### src/rtl/p_box_pipe.sv
// Pipelined MacGuffin 48-bit P-box with per-beat forward/inverse select.
// STAGES register slots (1..4), valid/ready on both sides, accepted-beat counter.
module p_box_pipe #(
  parameter int STAGES = 2,
  parameter int CNT_W  = 32
) (
  input  logic             clk,
  input  logic             rst,
  input  logic             in_valid,
  output logic             in_ready,
  input  logic [47:0]      data,
  input  logic             inverse,
  output logic             out_valid,
  input  logic             out_ready,
  output logic [47:0]      permutation,
  output logic [CNT_W-1:0] beat_count
);

  if (STAGES < 1 || STAGES > 4) begin : g_bad_stages
    $error("p_box_pipe: STAGES must be in 1..4");
  end

  // Entry i is the data index feeding output bit 47-i.
  localparam logic [5:0] P_SEL [48] = '{
    6'd45, 6'd42, 6'd25, 6'd22, 6'd4,  6'd2,
    6'd46, 6'd43, 6'd24, 6'd21, 6'd7,  6'd1,
    6'd44, 6'd41, 6'd23, 6'd18, 6'd15, 6'd0,
    6'd35, 6'd33, 6'd30, 6'd29, 6'd11, 6'd5,
    6'd47, 6'd37, 6'd28, 6'd17, 6'd9,  6'd3,
    6'd40, 6'd39, 6'd19, 6'd16, 6'd14, 6'd10,
    6'd38, 6'd32, 6'd26, 6'd20, 6'd13, 6'd8,
    6'd36, 6'd34, 6'd31, 6'd27, 6'd12, 6'd6
  };

  function automatic logic [47:0] p_fwd(input logic [47:0] d);
    logic [47:0] r;
    r = '0;
    for (int i = 0; i < 48; i++) r[47-i] = d[P_SEL[i]];
    return r;
  endfunction

  function automatic logic [47:0] p_inv(input logic [47:0] d);
    logic [47:0] r;
    r = '0;
    for (int i = 0; i < 48; i++) r[P_SEL[i]] = d[47-i];
    return r;
  endfunction

  // Handshake: a beat moves across a boundary on a rising edge where the
  // sender's valid and the receiver's ready are both high in the same cycle.
  logic [STAGES-1:0] slot_valid;
  logic [47:0]       slot_data [STAGES];
  logic [STAGES-1:0] slot_ready;
  logic [47:0]       mapped;

  assign mapped = inverse ? p_inv(data) : p_fwd(data);

  // A slot can load if it, or any slot downstream of it, has room, or the
  // consumer is draining the last slot.
  always_comb begin
    logic acc;
    slot_ready = '0;
    acc = out_ready;
    for (int i = STAGES - 1; i >= 0; i--) begin
      acc = acc | ~slot_valid[i];
      slot_ready[i] = acc;
    end
  end

  assign in_ready    = slot_ready[0];
  assign out_valid   = slot_valid[STAGES-1];
  assign permutation = slot_data[STAGES-1];

  always_ff @(posedge clk) begin
    if (rst) begin
      slot_valid <= '0;
      for (int i = 0; i < STAGES; i++) slot_data[i] <= '0;
    end else begin
      if (slot_ready[0]) begin
        slot_valid[0] <= in_valid;
        if (in_valid) slot_data[0] <= mapped;
      end
      for (int i = 1; i < STAGES; i++) begin
        if (slot_ready[i]) begin
          slot_valid[i] <= slot_valid[i-1];
          if (slot_valid[i-1]) slot_data[i] <= slot_data[i-1];
        end
      end
    end
  end

  always_ff @(posedge clk) begin
    if (rst) beat_count <= '0;
    else if (in_valid && slot_ready[0]) beat_count <= beat_count + CNT_W'(1);
  end

endmodule

### config.mk
export PLATFORM = sky130hd
export DESIGN_NAME = p_box_pipe
export DESIGN_NICKNAME = d
export VERILOG_FILES = /design/src/rtl/p_box_pipe.sv
export SDC_FILE = /design/constraint.sdc
export NUM_CORES = 1
export LEC_CHECK = 0
export BUFFER_PORTS_ARGS = -buffer_cell sky130_fd_sc_hd__buf_4
export CAP_MARGIN = 40
export CORE_MARGIN = 3
export CORE_UTILIZATION = 58
export DETAILED_ROUTE_END_ITERATION = 7
export HOLD_SLACK_MARGIN = 0.08
export PLACE_DENSITY = 0.85
export SYNTH_ARGS = -nofsm -noshare
export SYNTH_HDL_FRONTEND = slang
export SYNTH_SLANG_ARGS = --single-unit
### constraint.sdc
create_clock -name clk -period 3.9 [get_ports clk]
set_clock_uncertainty 0.05 [all_clocks]
set_input_delay 0.585 -clock clk [delete_from_list [all_inputs] [get_ports clk]]
set_output_delay 0.585 -clock clk [all_outputs]
set_load 0.05 [all_outputs]
==> flow_summary.toml <==
[clocking]
root_buffer = "clkbuf_8"
cts_tree = "yes"
postCtsSetupBuffers = 0
hold_buffers = 0
cts_buffer_depth = 2
cts_buffers = 17
cts_sinks = 130
clk_latency_ns = 0.52
cts_resized = 0
path_clk_slew_ns = 0.06
cts_htree_levels = 4

[synthesis]
dominantRegCellSynth = "edfxtp_1"
synth_area_per_cell_um2 = 11.7
yosysSeqAreaShare_pct = 59.4
async_reset_ff_share_pct = 0
synth_area_um2 = 6000
synth_fp_nets = 565
synth_edf_count = 96
yosysUniqueCellTypes = 35
synth_warnings = 0
synth_cells = 511
ys_ff_latch = 130

[worst_setup_path]
worstSetupStartpoint = "beat_count[0]$_SDFFE_PP0P_"
cpLargestDelayFamily = "simple AND/OR/NAND/NOR gates"
arrival_ns = 2.83
regToRegSetupSlack_ns = 1.43
r2r_end = "beat_count[28]$_SDFFE_PP0P_"
max_stage_delay_ns = 0.74
cp_num_buf_inv = 0
cp_slowest_cell = "or4b_1"
r2r_start = "beat_count[0]$_SDFFE_PP0P_"
path_class = "flop to flop"
cp_max_fo = 15
crit_chain = "ha_1 -> and3_1 -> or4b_1 -> nor4_1 -> mux2_2"
critPathRequiredTime_ns = 4.25
worst_setup_path_end_kind = "flop"
cp.depth = 5
r2r_cells = 5
crit_path_start_kind = "flop"

[sta]
hold_viol = 0
setup_tns_ns = 0
period_share_pct = 63.4
tightest_slew_ns = 0.863
fin_crit_ns = 2.47
finalSetupViolCount = 0
slew_headroom_pct = 42.4
fmax_mhz = 405
rsz0062_at_grt = "no"
slew_violations = 0

[pwr]
switching_power_uw = 881
seq_power_share_pct = 42.8
netSwitchingFraction_pct = 23.4
p_clk_share_pct = 46.2
leakage_nw = 3.14
ir_drop_mv = 0.291
p_int_mw = 2.88
power_frac_comb_pct = 11.1
powerDensity_nw_per_um2 = 511

[placement]
dp_hpwl_um = 8060
port-buffer-count = 134
dp.cells = 704
gp_congestion = 0.821
placed_area_um2 = 6720

[layout]
layout.nets = 644
layout_common_cells = "buf_4 (135), edfxtp_1 (96), nor2_1 (77), and2_1 (48), mux2i_1 (48)"
antenna_cells = 0
final_common_cell = "buf_4"
drive_above_1_share_pct = 30.7
layout.cells.non_filler = 735
design_area_um2 = 7370
syn2layout_area_growth_pct = 22.8
post-route-util_pct = 74.3

[die]
pin_count = 135
fp-row-count = 36
start_util_pct = 60.5
die_area_um2 = 11600
core_area_um2 = 9910
die_w_um = 108
fp.dieH_um = 108

[hold_path]
hold_path_end = "slot_valid[0]$_SDFFE_PP0P_"
holdCritStartpoint = "in_valid"
hold-path-cell-count = 3
min_path_type = "input port to flop"

[global_routing]
grt_pass1_wl_um = 18600
grt-ovfl-total = 0
grt_max_degree = 56
grt_usage_pct = 21.3
grt_pass1_vias = 3679
antenna_found_initial = 0

[route]
drt_first_iter_violations = 195
firstDrtPassIters = 5
vias_per_cell = 5.27
num_vias = 3876
drc = 0
drt_wl_total_um = 12200
antenna_left = 0
wl_per_cell_um = 16.6

[run]
cap_violations = 0

[status]
status = "finished clean"
[synthesized netlist by cell type (5+ instances only)]
cell type,n,area (um2)
edfxtp_1,96,2880
nor2_1,77,289
buf_4,50,375
and2_1,48,300
mux2i_1,48,480
dfxtp_1,34,681
clkbuf_1,20,75.1
nor2b_1,15,93.8
nor3_1,15,75.1
mux2_2,11,124
nand2_1,10,37.5
nand3_1,10,50.1
a21oi_1,9,45.0
inv_1,9,33.8
mux2_1,6,67.6
nand4_1,6,37.5
o21ai_0,6,30.0
nor4_1,5,31.3
or3_1,5,31.3
[sequential cells by signal, indices dropped and copies added, names as in the netlist]
register and flops:
beat_count 32, slot_valid 2, slot_data 96
[tightest hold or removal path, delay by kind of cell]
family	cells	cell delay [ns]
and+or+nand+nor	2	0.15
buffers and inverters	1	0.12
[cell families (layout without fill, tap and decap cells)]
| kind of cell | after synthesis | count (layout) | synth area share, % |
|---|---|---|---|
| muxes | 65 | 65 | 11.2 |
| AOI/OAI and AO/OA | 17 | 17 | 1.52 |
| xor gates and xnor gates | 7 | 7 | 1.02 |
| buffers and inverters | 86 | 177 | 9.07 |
| adders and majority gates | 1 | 1 | 0.209 |
| DFF | 130 | 130 | 59.4 |
| and+or+nand+nor | 205 | 205 | 17.6 |
[how the worst max path moves through the flow]
stage,endpoint
6_report,beat_count[28]$_SDFFE_PP0P_
5_1_grt,beat_count[18]$_SDFFE_PP0P_
4_1_cts,beat_count[28]$_SDFFE_PP0P_
3_5_place_dp,beat_count[28]$_SDFFE_PP0P_
3_3_place_gp,beat_count[18]$_SDFFE_PP0P_
2_1_floorplan,slot_data[0][0]$_SDFFCE_PN0P_
[per-stage QoR]
stage / hold slack, ns / setup WS, ns / power [mW]
after floorplan: 0.397 / 0.847 / 1.95
after CTS: 0.298 / 1.45 / 3.79
after global placement: 0.417 / 1.33 / 2.04
final: 0.315 / 1.43 / 3.77
after detailed placement: 0.437 / 1.27 / 2.05
after global routing: 0.339 / 1.30 / 3.88
[layout make-up]
type / count / area (um2)
clock buffer: 17 / 414
clock inverter: 14 / 235
fill: 678 / 2540
inverter: 9 / 33.8
multi-input combinational: 295 / 1900
sequential: 130 / 3560
tap: 133 / 166
timing repair buffer: 137 / 1050
[routing by layer]
layer	share of wire, %	global-route usage, %	wire length (um)
met1	39	24.9	4800
met2	52	36.3	6290
met3	5.8	5.52	713
met4	3.2	10.0	395
met5	0	0	0
[power groups by stage]
stage / sequential [mW] / combinational [mW] / clock, mW
global route: 1.62 / 0.440 / 1.82
detailed placement: 1.64 / 0.415 / 0
finish: 1.61 / 0.417 / 1.74
CTS: 1.61 / 0.420 / 1.76
global placement: 1.64 / 0.402 / 0
floorplan: 1.64 / 0.312 / 0
(Power assumes the default switching activity.)
